==> src/rtl/uart_tx_store_ctrl.sv <==
// Store controller: diverts core stores at UART_ADDR into a byte FIFO drained by a
// valid/ready UART port, stalling the PC while the FIFO is full (bounded by STALL_MAX).
module uart_tx_store_ctrl #(
  parameter int unsigned DEPTH     = 8,
  parameter logic [31:0] UART_ADDR = 32'h0000_0100,
  parameter int unsigned STALL_MAX = 1024
) (
  input  logic                     clk,
  input  logic                     areset,
  input  logic                     mem_we,
  input  logic [31:0]              mem_addr,
  input  logic [7:0]               mem_wdata,
  output logic                     dmem_we,
  output logic                     pc_load,
  output logic [7:0]               tx_data,
  output logic                     tx_valid,
  input  logic                     tx_ready,
  output logic [$clog2(DEPTH):0]   fifo_count,
  output logic                     overflow
);

  localparam int unsigned AW = $clog2(DEPTH);
  localparam int unsigned CW = $clog2(STALL_MAX + 1);
  localparam logic [AW:0]   FULL_CNT = (AW + 1)'(DEPTH);
  localparam logic [CW-1:0] CNT_MAX  = CW'(STALL_MAX);

  localparam logic [0:0] S_IDLE  = 1'b0;
  localparam logic [0:0] S_STALL = 1'b1;

  logic [0:0]    state_q, state_d;
  logic [AW-1:0] wr_ptr_q, wr_ptr_d;
  logic [AW-1:0] rd_ptr_q, rd_ptr_d;
  logic [AW:0]   count_q, count_d;
  logic [CW-1:0] stall_cnt_q, stall_cnt_d;
  logic          overflow_q, overflow_d;
  logic [7:0]    mem_q [DEPTH];
  logic [7:0]    mem_d [DEPTH];

  logic hit, full, pop, push, drop;

  always_comb begin
    hit      = mem_we && (mem_addr == UART_ADDR);
    dmem_we  = mem_we & ~hit;
    full     = (count_q == FULL_CNT);
    tx_valid = (count_q != '0);
    pop      = tx_valid & tx_ready;
    tx_data  = mem_q[rd_ptr_q];

    state_d     = state_q;
    stall_cnt_d = stall_cnt_q;
    overflow_d  = overflow_q;
    pc_load     = 1'b1;
    drop        = 1'b0;

    case (state_q)
      S_IDLE: begin
        if (hit && full && !pop) begin
          pc_load     = 1'b0;
          state_d     = S_STALL;
          stall_cnt_d = CW'(1);
        end
      end
      S_STALL: begin
        // Every exit (released, dropped, or store withdrawn) returns to IDLE with PC running.
        state_d     = S_IDLE;
        stall_cnt_d = '0;
        if (hit && full && !pop) begin
          if (stall_cnt_q == CNT_MAX) begin
            drop       = 1'b1;
            overflow_d = 1'b1;
          end else begin
            pc_load     = 1'b0;
            state_d     = S_STALL;
            stall_cnt_d = stall_cnt_q + 1'b1;
          end
        end
      end
      default: state_d = S_IDLE;
    endcase

    push = hit & (~full | pop) & ~drop;

    wr_ptr_d = push ? wr_ptr_q + 1'b1 : wr_ptr_q;
    rd_ptr_d = pop  ? rd_ptr_q + 1'b1 : rd_ptr_q;

    case ({push, pop})
      2'b10:   count_d = count_q + 1'b1;
      2'b01:   count_d = count_q - 1'b1;
      default: count_d = count_q;
    endcase

    // At full with push+pop, wr_ptr == rd_ptr: the old head is read out this cycle
    // and the slot is rewritten as the new tail on the same edge.
    mem_d = mem_q;
    if (push) mem_d[wr_ptr_q] = mem_wdata;
  end

  always_ff @(posedge clk or negedge areset) begin
    if (!areset) begin
      state_q     <= S_IDLE;
      wr_ptr_q    <= '0;
      rd_ptr_q    <= '0;
      count_q     <= '0;
      stall_cnt_q <= '0;
      overflow_q  <= 1'b0;
    end else begin
      state_q     <= state_d;
      wr_ptr_q    <= wr_ptr_d;
      rd_ptr_q    <= rd_ptr_d;
      count_q     <= count_d;
      stall_cnt_q <= stall_cnt_d;
      overflow_q  <= overflow_d;
    end
  end

  always_ff @(posedge clk) begin
    mem_q <= mem_d;
  end

  assign fifo_count = count_q;
  assign overflow   = overflow_q;

endmodule

==> config.mk <==
export PLATFORM = sky130hd
export DESIGN_NAME = uart_tx_store_ctrl
export DESIGN_NICKNAME = d
export VERILOG_FILES = /design/src/rtl/uart_tx_store_ctrl.sv
export SDC_FILE = /design/constraint.sdc
export NUM_CORES = 1
export LEC_CHECK = 0
export ABC_AREA = 1
export ABC_CLOCK_PERIOD_IN_PS = 2460
export BUFFER_PORTS_ARGS = -buffer_cell sky130_fd_sc_hd__buf_2
export CAP_MARGIN = 40
export CORE_ASPECT_RATIO = 1.5
export CORE_MARGIN = 10
export CORE_UTILIZATION = 55
export CTS_CLUSTER_DIAMETER = 40
export DETAILED_ROUTE_END_ITERATION = 10
export GPL_TIMING_DRIVEN = 0
export HOLD_SLACK_MARGIN = 0.05
export MAX_ROUTING_LAYER = met4
export PLACE_DENSITY = 0.83
export SYNTH_ARGS = -nofsm -noshare
export SYNTH_HDL_FRONTEND = slang
export SYNTH_SLANG_ARGS = --single-unit
export TNS_END_PERCENT = 20
==> constraint.sdc <==
create_clock -name clk -period 2.46 [get_ports clk]
set_clock_uncertainty 0.15 [all_clocks]
set_input_delay 0.615 -clock clk [delete_from_list [all_inputs] [get_ports clk]]
set_output_delay 0.615 -clock clk [all_outputs]
set_load 0.01 [all_outputs]
Word-level counts from Yosys, hierarchy flattened
Cells that the tools add are included.

word-level totals
  register bits = 87
  output and inout port bits = 16

operators by class
  $add $sub $neg = 5
  $lt $le $gt $ge = 3
  equal/unequal tests = 6
  mux-type cells = 21
  bitwise operators = 11
  reduce and logical (&&, ||, !) cells = 8

operators with widths
  kind                                                   count
  bitwise mux 64 bit                                     1
  two-way mux 11 bit                                     3
  equality test 32 x 9 -> 1 bit (second input constant)  1
  binary-select mux 8 bit (select 3 bit)                 1
  demux 8 bit (select 3 bit)                             1
  two-way mux 8 bit                                      3
  case mux 11 bit (2 select lines)                       1
  adder 11 x 1 -> 11 bit (second input constant)         1
  equality test 11 bit (second input constant)           1
  >= comparator 4 bit (second input constant)            2
  two-way mux 1 bit                                      8
  NOT 3 -> 4 bit                                         2
  case mux 4 bit (2 select lines)                        1
  adder 3 x 1 -> 3 bit (second input constant)           2
  adder 4 x 1 -> 4 bit (second input constant)           1
  AND 1 bit                                              4
  equality test 4 bit (second input constant)            1
  logical AND 1 bit                                      4
  < comparator 4 x 1 -> 1 bit (second input constant)    1
  NOT 1 bit                                              4
  case mux 1 bit (2 select lines)                        2
  nonzero test 4 bit                                     1
  subtractor 4 x 1 -> 4 bit (second input constant)      1
  AND reduction 3 bit                                    1
  other kinds (6)                                        6

Logic depth before layout (Yosys ltp)
Gate-level depths: netlist (run 1).

  depth after elaboration = 10
  depth in mapped cells = 14

Worst setup path after synthesis (run 1)
No wires, ideal clock.

  kind = input -> register
  start = input port mem_addr[5]
  end = register count_q[2], in the netlist fifo_count[2]
  setup time = 127 ps
  data arrival time = 2072 ps
  data required time = 2183 ps
  slack = 111 ps
  stages = 12
  buffers on the path = 0
  cell sequence = nor2_1 -> nand2_1 -> nor2_1 -> nand2_1 -> nor2_4 -> nand3b_4 -> ha_1 -> xor2_1 -> ha_1 -> a21oi_1 -> xnor2_1 -> o21ai_0

on the way
  longest elaborated chain between the ends = 10
  elaborated cells on any way between the ends = 13

RTL lines
  what                                                                          line  source
  from (decl)                                                                   11    input logic [31:0] mem_addr,
  equality test 32 x 9 -> 1 bit (*)                                             42    hit = mem_we && (mem_addr == UART_ADDR);
  logical AND 1 bit (*)                                                         42
  logical AND 1 bit (2 in a row)                                                67    if (hit && full && !pop) begin
  two-way mux 1 bit                                                             67
  two-way mux 1 bit                                                             55    case (state_q)
  NOT 1 bit                                                                     81    push = hit & (~full | pop) & ~drop;
  AND 1 bit (*)                                                                 81
  equality test 2 x 1 -> 1 bit / equality test 2 bit (equally long branches)    86    case ({push, pop})
  case mux 4 bit (2 select lines) / nonzero test 2 bit (equally long branches)  --
  to (signal assigned)                                                          110   count_q <= count_d;
  to (decl)                                                                     33    logic [AW:0] count_q, count_d;

Every way passes the cells marked *; elsewhere a longest branch is shown, timed or not.
A chain may end at the register's enable or synchronous reset.

Worst setup path after layout (run 1)
  start = register rd_ptr_q[0]
  end = output port tx_data[7]

on the way
  longest elaborated chain between the ends = 4

RTL lines
  what                                                  line  source
  from (decl)                                           32    logic [AW-1:0] rd_ptr_q, rd_ptr_d;
  from (signal assigned)                                109   rd_ptr_q <= rd_ptr_d;
  NOT 3 -> 4 bit (implied by the code)                  47    tx_data = mem_q[rd_ptr_q];
  binary-select mux 8 bit (select 3 bit)                47
  two-way mux 8 bit (implied by the code) (2 in a row)  47
  to (decl)                                             15    output logic [7:0] tx_data,

Every way passes these cells. The select of a mux whose other input is x is not followed.

==> impl_metrics.prom, run 1 <==
# TYPE chip_impl_metric gauge
chip_impl_info{name="status",value="complete, but fails checks"} 1
chip_impl_metric{name="final_layout_size_suffix_gt1_share",unit="%"} 28.2
chip_impl_info{name="critical_path.slowest_cell",value="dfrtp_2"} 1
chip_impl_metric{name="regArea",unit="um^2"} 2500
chip_impl_metric{name="number_of_global_route_vias_before_repair",unit=""} 3463
chip_impl_info{name="cts_root_buffer",value="clkbuf_8"} 1
chip_impl_metric{name="synthToLayoutAreaGrowth",unit="%"} 23.5
chip_impl_metric{name="max_slew_margin",unit="%"} 64.7
chip_impl_metric{name="core",unit="um^2"} 7270
chip_impl_metric{name="post_drt_via_cell_ratio",unit=""} 5.41
chip_impl_metric{name="clock_period_minus_final_worst_setup_slack",unit="ns"} 2.48
chip_impl_metric{name="clkSlewWorstSetupHoldPaths",unit="ns"} 0.08
chip_impl_metric{name="power.internal",unit="uW"} 2820
chip_impl_info{name="cell_taking_the_most_area_after_synthesis",value="edfxtp_1"} 1
chip_impl_metric{name="maximum_achievable_frequency",unit="GHz"} 0.403
chip_impl_metric{name="die_area",unit="um^2"} 11400
chip_impl_metric{name="post_synth_instance_area",unit="um^2"} 4110
chip_impl_metric{name="synth_seq_area_share",unit="%"} 60.7
chip_impl_metric{name="insertedDiodeCount",unit=""} 0
chip_impl_metric{name="seq_power_share",unit="%"} 39.1
chip_impl_metric{name="fillCellCount",unit=""} 488
chip_impl_metric{name="p_leak",unit="uW"} 0.00204
chip_impl_metric{name="die_height",unit="um"} 126
chip_impl_metric{name="cap_violations",unit=""} 0
chip_impl_info{name="min-delay-path-class",value="in2async"} 1
chip_impl_metric{name="synth.distinct_cells",unit=""} 29
chip_impl_info{name="path_delay_family",value="flip-flops"} 1
chip_impl_metric{name="seq_cells_post_synth",unit=""} 87
chip_impl_metric{name="worst_r2r_setup_slack",unit="ns"} 0.05
chip_impl_metric{name="synth-warning-count",unit=""} 0
chip_impl_metric{name="drt_drc_violations_left",unit=""} 0
chip_impl_metric{name="insertion_delay_of_the_later_clocked_pin_in_the_worst_skew_pair",unit="ns"} 0.35
chip_impl_info{name="worst_r2r_startpoint",value="stall_cnt_q[0]"} 1
chip_impl_metric{name="cp_data_required_time",unit="ns"} 1.69
chip_impl_metric{name="fin_nets",unit=""} 567
chip_impl_metric{name="multi_input_comb_area",unit="um^2"} 1560
chip_impl_metric{name="drt_pre_antenna_iters",unit=""} 4
chip_impl_metric{name="max-clock-path-buffers",unit=""} 2
chip_impl_metric{name="antenna_violating_nets_post_route",unit=""} 0
chip_impl_metric{name="numCtsBuffers",unit=""} 9
chip_impl_metric{name="num_rows",unit=""} 38
chip_impl_metric{name="drv_slew",unit=""} 0
chip_impl_metric{name="critical_path_buf_inv_count",unit=""} 3
chip_impl_metric{name="synth_top_cell_area_share",unit="%"} 46.7
chip_impl_metric{name="avgSynthCellArea",unit="um^2"} 9.70
chip_impl_metric{name="worst-endpoint-arrival",unit="ns"} 1.72
chip_impl_metric{name="place.gp.congestion",unit=""} 0.848
chip_impl_metric{name="timing.final.setup_violations",unit=""} 6
chip_impl_metric{name="drt-wirelength-per-cell",unit="um"} 16.6
chip_impl_info{name="violations",value="setup timing"} 1
chip_impl_metric{name="share_clk_of_total_power",unit="%"} 21.7
chip_impl_metric{name="ratio_of_total_power_to_cell_area",unit="nW/um^2"} 864
chip_impl_metric{name="largest_net_degree_at_the_start_of_global_routing",unit=""} 24
chip_impl_metric{name="worst_ir_drop_vdd",unit="V"} 0.000408
chip_impl_metric{name="pwr-share-comb",unit="%"} 39.2
chip_impl_metric{name="starting_utilization_of_the_core_area",unit="%"} 56.6
chip_impl_metric{name="postCtsHoldBufs",unit=""} 0
chip_impl_metric{name="mapped_nets",unit=""} 475
chip_impl_metric{name="register_to_register_path_depth",unit=""} 15
chip_impl_metric{name="port_buf_inserts",unit=""} 59
chip_impl_metric{name="gate_count_post_synth",unit=""} 424
chip_impl_info{name="endpoint_of_the_most_critical_register_to_register_path",value="stall_cnt_q[0]"} 1
chip_impl_info{name="worstPathCellList",value="clkinv_4, clkbuf_16, nor2_2, o22ai_2, nor2_1, a31oi_1, buf_2"} 1
chip_impl_metric{name="hold_ws",unit="ns"} 0.0816
chip_impl_metric{name="grt_antenna_before_repair",unit=""} 0
chip_impl_info{name="crit_path_end_kind",value="primary output"} 1
chip_impl_metric{name="drt-total-wl",unit="um"} 10300
chip_impl_metric{name="globalRouteTotalUtil",unit="%"} 18.1
chip_impl_metric{name="tns",unit="ns"} -0.0686
chip_impl_metric{name="cp_max_fo",unit=""} 7
chip_impl_metric{name="netSwitchingPower",unit="uW"} 1570
chip_impl_metric{name="setup_slack",unit="ns"} -0.0221
chip_impl_metric{name="slowest_delay",unit="ns"} 0.48
chip_impl_metric{name="drt_iter0_markers",unit=""} 253
chip_impl_metric{name="ios",unit=""} 60
chip_impl_metric{name="post-route-period-util",unit="%"} 101
chip_impl_info{name="criticalPathCategory",value="reg2out"} 1
chip_impl_metric{name="dpl.hpwl",unit="um"} 6710
chip_impl_metric{name="global_route_total_overflow",unit=""} 0
chip_impl_info{name="synth_top_area_cells",value="edfxtp_1 47%, dfrtp_1 14%, nor2_1 10%"} 1
chip_impl_metric{name="max_slew.worst_pin.slew",unit="ns"} 0.529
chip_impl_metric{name="total_vias_in_the_final_route",unit=""} 3359
chip_impl_metric{name="htree_num_levels",unit=""} 3
chip_impl_metric{name="numClockSinks",unit=""} 87
chip_impl_metric{name="hold_viol_final",unit=""} 0
chip_impl_metric{name="power.share.switching",unit="%"} 35.7
chip_impl_info{name="cts_tree",value="yes"} 1
chip_impl_metric{name="die_width",unit="um"} 90.6
chip_impl_info{name="rsz_0062_raised_after_global_routing",value="true"} 1
chip_impl_metric{name="fin_util",unit="%"} 69.9
chip_impl_info{name="cp-start-kind",value="register"} 1
chip_impl_metric{name="grt_first_pass_wirelength",unit="um"} 16000
chip_impl_metric{name="p_total",unit="uW"} 4390
-- how the worst max path moves through the flow --
stage,end,from,cells after the start,slack [ns]
after floorplan,fifo_count[2],mem_addr[5],12,0.11
after global placement,mem_q[1],mem_addr[5],10,-0.34
after detailed placement,mem_q[7],mem_addr[21],10,-0.39
after CTS,tx_data[6],rd_ptr_q[0],7,-0.03
after global routing,tx_data[4],rd_ptr_q[0],6,-0.13
final,tx_data[7],rd_ptr_q[0],7,-0.02
-- cell usage after synthesis (all sizes together) --
| cell | count |
|---|---|
| nor4 | 3 |
| nand4 | 4 |
| a21oi | 3 |
| ha | 7 |
| o21bai | 1 |
| nand2 | 60 |
| xnor2 | 4 |
| dfrtp | 23 |
| o22ai | 8 |
| inv | 24 |
| clkinv | 1 |
| nand3b | 1 |
| edfxtp | 64 |
| or2 | 4 |
| xor2 | 8 |
| o21ai | 39 |
| nand3 | 28 |
| buf | 5 |
| clkbuf | 8 |
| a31oi | 8 |
| nor2 | 119 |
| nor3 | 2 |
-- stage by stage --
step / setup WS (ns) / instances / instance area (um^2)
final: -0.0221 / 621 / 5080
after floorplan: 0.111 / 424 / 4110
after CTS: -0.0300 / 620 / 4990
after global placement: -0.338 / 583 / 4530
after global routing: -0.127 / 621 / 5080
after detailed placement: -0.392 / 583 / 4530
-- cells by family (layout without fill, tap and decap cells) --
group	after synthesis	in the layout	synth area share (%)
buffers and inverters	38	135	3.74
adder cells (fa/ha/maj)	7	7	2.13
XOR/XNOR	12	12	2.55
AND/OR/NAND/NOR	221	221	23.1
AO/OA/AOI/OAI	59	59	7.82
flip-flops	87	87	60.7
-- power by group through the flow --
stage | Clock (uW) | Combinational [uW] | Sequential [uW]
floorplan | 0 | 856 | 1750
global placement | 0 | 1300 | 1750
detailed placement | 0 | 1360 | 1750
CTS | 967 | 1650 | 1710
global route | 1030 | 1880 | 1720
finish | 952 | 1720 | 1720
-- metal layers --
| metal | GRT usage (%) | part of all wire, % | wire (um) |
|---|---|---|---|
| met2 | 32.3 | 54 | 5600 |
| met1 | 18.0 | 39 | 3990 |
| met3 | 3.86 | 4.3 | 444 |
| met5 | - | 0 | 0 |
| met4 | 9.77 | 2.7 | 274 |
-- cells in the final DEF, fill, tap and decap left out, types with 3 or more instances in the layout --
cell / n
nor2_1: 101
o21ai_0: 34
nand2_1: 60
a31oi_1: 8
clkbuf_8: 10
nor2_2: 16
clkbuf_4: 4
dfrtp_1: 21
inv_1: 21
edfxtp_1: 64
xor2_1: 7
o22ai_1: 6
buf_2: 61
buf_4: 21
ha_1: 6
nand4_1: 4
or2_2: 3
xnor2_1: 4
clkinv_1: 3
nand3_1: 26
o21ai_1: 3
-- sequential cells by signal, summed over array words and instances, names as in the netlist --
name / cells
fifo_count: 4
stall_cnt_q: 11
overflow: 1
mem_q: 64
state_q: 1
wr_ptr_q: 3
rd_ptr_q: 3
-- repair_timing --
action | 4_1_cts | 5_1_grt
gates cloned | 1 | 0
pin swaps | 8 | 8
buffers inserted | 20 | 1
endpoints found under the hold margin | 0 | 0
resized for setup | 37 | 23
endpoints found under the setup margin | 18 | 40
-- worst register-to-register path: cells and delay by family, from the launching register on --
family	cells	cell delay (ns)
and+or+nand+nor	2	0.31
buffers and inverters	10	1.14
AOI/OAI and AO/OA	2	0.17
DFF	1	0.41
adders and majority gates	1	0.14
-- cell type report --
| type | count | area share [%] |
|---|---|---|
| sequential | 87 | 49.2 |
| clock buffer | 10 | 2.51 |
| inverter | 25 | 1.99 |
| clock inverter | 6 | 1.21 |
| timing repair buffer | 81 | 9.43 |
| buffer | 13 | 2.54 |
| tap | 100 | 2.46 |
| multi-input combinational | 299 | 30.7 |
Note: power is estimated with default switching activity, not from simulation.
==> run 2, diff against run 1 <==
SETUP_SLACK_MARGIN = 0.15   (was default)
==> run 2 against run 1 <==
The run still ends with setup timing left. Clock-buffer cell count grew 2. Via count grew 0.18%. Sequential power is essentially flat. Worst hold slack lost 0.0022 ns. Highest routed layer unchanged. Total power grew 3.7%. Global-route usage shrank 0.45 points. Flip-flop and latch count is the same. Critical path depth grew 2. Critical path type unchanged. Clock power shrank 2.5%. Non-clock buffer count shrank 3. Combinational power grew 10%.
==> impl_metrics.prom, run 2 (synthesis gave the netlist of run 1 again) <==
# TYPE chip_impl_metric gauge
chip_impl_metric{name="core",unit="um^2"} 7270
chip_impl_metric{name="largest_reg_flops",unit=""} 64
chip_impl_metric{name="insertion_delay_of_the_later_clocked_pin_in_the_worst_skew_pair",unit="ns"} 0.35
chip_impl_metric{name="ratio_of_total_power_to_cell_area",unit="nW/um^2"} 885
chip_impl_metric{name="setup_slack",unit="ns"} -0.0504
chip_impl_metric{name="die_height",unit="um"} 126
chip_impl_metric{name="grt_antenna_before_repair",unit=""} 0
chip_impl_metric{name="ios",unit=""} 60
chip_impl_metric{name="total_vias_in_the_final_route",unit=""} 3365
chip_impl_metric{name="p_total",unit="uW"} 4560
chip_impl_metric{name="regArea",unit="um^2"} 2500
chip_impl_metric{name="share_clk_of_total_power",unit="%"} 20.4
chip_impl_metric{name="drt-wirelength-per-cell",unit="um"} 16.6
chip_impl_metric{name="global_route_total_overflow",unit=""} 0
chip_impl_metric{name="hold_viol_final",unit=""} 0
chip_impl_metric{name="fin_nets",unit=""} 564
chip_impl_metric{name="cp_data_required_time",unit="ns"} 1.69
chip_impl_metric{name="power.internal",unit="uW"} 2890
chip_impl_metric{name="p_leak",unit="uW"} 0.00206
chip_impl_metric{name="starting_utilization_of_the_core_area",unit="%"} 56.6
chip_impl_metric{name="cp_max_fo",unit=""} 3
chip_impl_metric{name="clock_period_minus_final_worst_setup_slack",unit="ns"} 2.51
chip_impl_metric{name="cap_violations",unit=""} 0
chip_impl_metric{name="postCtsHoldBufs",unit=""} 0
chip_impl_metric{name="power.share.switching",unit="%"} 36.5
chip_impl_metric{name="antenna_violating_nets_post_route",unit=""} 0
chip_impl_metric{name="finalInstanceArea",unit="um^2"} 5150
chip_impl_metric{name="maximum_achievable_frequency",unit="GHz"} 0.398
chip_impl_metric{name="max-clock-path-buffers",unit=""} 2
chip_impl_info{name="min-delay-path-class",value="in2async"} 1
chip_impl_metric{name="port_buf_inserts",unit=""} 59
chip_impl_metric{name="num_rows",unit=""} 38
chip_impl_metric{name="globalRouteTotalUtil",unit="%"} 17.7
chip_impl_metric{name="grt_first_pass_wirelength",unit="um"} 15700
chip_impl_metric{name="hold_ws",unit="ns"} 0.0794
chip_impl_metric{name="worst-endpoint-arrival",unit="ns"} 1.75
chip_impl_metric{name="die_area",unit="um^2"} 11400
chip_impl_metric{name="die_width",unit="um"} 90.6
chip_impl_metric{name="dpl-instance-area",unit="um^2"} 4540
chip_impl_info{name="cts_root_buffer",value="clkbuf_8"} 1
chip_impl_metric{name="post_drt_via_cell_ratio",unit=""} 5.44
chip_impl_metric{name="numCtsBuffers",unit=""} 9
chip_impl_info{name="cp-start-kind",value="register"} 1
chip_impl_info{name="violations",value="setup timing"} 1
chip_impl_info{name="rsz_0062_raised_after_global_routing",value="true"} 1
chip_impl_info{name="crit_path_end_kind",value="primary output"} 1
chip_impl_info{name="commonest_non_fill_non_tap_cells_in_the_layout",value="102 x nor2_1, 64 x edfxtp_1, 60 x nand2_1, 60 x buf_2, 27 x nand3_1"} 1
chip_impl_metric{name="clkSlewWorstSetupHoldPaths",unit="ns"} 0.08
chip_impl_info{name="layout_commonest_cell",value="nor2_1"} 1
chip_impl_info{name="status",value="complete, but fails checks"} 1
chip_impl_metric{name="dpl.hpwl",unit="um"} 6830
chip_impl_metric{name="drt_pre_antenna_iters",unit=""} 5
chip_impl_metric{name="insertedDiodeCount",unit=""} 0
chip_impl_metric{name="netSwitchingPower",unit="uW"} 1660
chip_impl_metric{name="htree_num_levels",unit=""} 3
chip_impl_metric{name="worst_ir_drop_vdd",unit="V"} 0.000443
chip_impl_metric{name="drt_drc_violations_left",unit=""} 0
chip_impl_metric{name="place.gp.congestion",unit=""} 0.809
chip_impl_metric{name="max_slew.worst_pin.slew",unit="ns"} 0.540
chip_impl_metric{name="dpl_worst_slack",unit="ns"} -0.437
chip_impl_metric{name="fillCellCount",unit=""} 512
chip_impl_info{name="criticalPathCategory",value="reg2out"} 1
chip_impl_metric{name="drt_iter0_markers",unit=""} 216
chip_impl_info{name="regMostFlops",value="mem_q"} 1
chip_impl_metric{name="synthToLayoutAreaGrowth",unit="%"} 25.2
chip_impl_metric{name="numClockSinks",unit=""} 87
chip_impl_metric{name="multi_input_comb_area",unit="um^2"} 1620
chip_impl_metric{name="pwr-share-comb",unit="%"} 41.7
chip_impl_metric{name="drt-total-wl",unit="um"} 10300
chip_impl_metric{name="max_slew_margin",unit="%"} 64.0
chip_impl_metric{name="final_layout_size_suffix_gt1_share",unit="%"} 29.5
chip_impl_info{name="cts_tree",value="yes"} 1
chip_impl_metric{name="drv_slew",unit=""} 0
chip_impl_metric{name="post-route-period-util",unit="%"} 102
chip_impl_metric{name="seq_power_share",unit="%"} 37.9
chip_impl_metric{name="number_of_global_route_vias_before_repair",unit=""} 3433
chip_impl_metric{name="largest_net_degree_at_the_start_of_global_routing",unit=""} 24
chip_impl_metric{name="timing.final.setup_violations",unit=""} 3
-- run 2: metal layers --
layer | track usage, % | vias to the layer above | wire, um
li1 | - | 1615 | -
met1 | 17.6 | 1568 | 3840
met2 | 32.3 | 157 | 5470
met3 | 4.34 | 25 | 738
met4 | 6.67 | 0 | 239
met5 | - | - | 0
-- run 2: cell type report --
| class | instances | share of cell area [%] |
|---|---|---|
| Sequential cell | 87 | 48.6 |
| Multi-Input combinational cell | 299 | 31.5 |
| Timing Repair Buffer | 78 | 9.23 |
| Clock buffer | 12 | 3.01 |
| Buffer | 13 | 2.77 |
| Tap cell | 100 | 2.43 |
| Inverter | 25 | 1.97 |
| Clock inverter | 4 | 0.559 |
-- run 2: stage by stage --
| step | utilization (%) | setup TNS [ns] | instances |
|---|---|---|---|
| 6_report | 70.8 | -0.127 | 618 |
| 5_1_grt | 70.8 | -1.17 | 618 |
| 4_1_cts | 68.7 | -0.110 | 612 |
| 3_5_place_dp | 62.4 | -18.28 | 583 |
| 3_3_place_gp | 62.4 | -11.91 | 583 |
| 2_1_floorplan | - | 0 | 424 |
-- run 2: timing repair --
| item | CTS | global route |
|---|---|---|
| setup endpoints to repair | 42 | 77 |
| resized for setup | 51 | 49 |
| gates cloned | 1 | 0 |
| pin swaps | 16 | 22 |
| buffers inserted | 12 | 6 |
-- run 2: worst paths after layout --
path	start	depth (start not counted)	slack, ns	to
worst min register to register	overflow	1	0.33	overflow
worst min-delay path	areset	1	0.08	stall_cnt_q[6]
max in group asynchronous	areset	1	1.68	rd_ptr_q[1]
worst max-delay path	stall_cnt_q[0]	9	-0.05	pc_load
worst max register to register	fifo_count[3]	7	0.16	mem_q[7]
min in group clk	overflow	1	0.33	overflow
-- run 2: power groups by stage --
stage / registers [uW] / clock network (uW) / logic, uW
3_3_place_gp: 1750 / 0 / 1320
4_1_cts: 1710 / 938 / 1770
2_1_floorplan: 1750 / 0 / 863
6_report: 1730 / 928 / 1900
3_5_place_dp: 1760 / 0 / 1380
5_1_grt: 1740 / 991 / 2080
-- run 2: worst max-delay path, stage by stage, from the launching register on --
cell,delay (ns)
dfrtp_1,0.40
inv_2,0.09
ha_4,0.13
inv_2,0.04
nor4_2,0.23
nand3_1,0.15
nor2_1,0.15
nor2_2,0.07
inv_2,0.05
buf_6,0.09
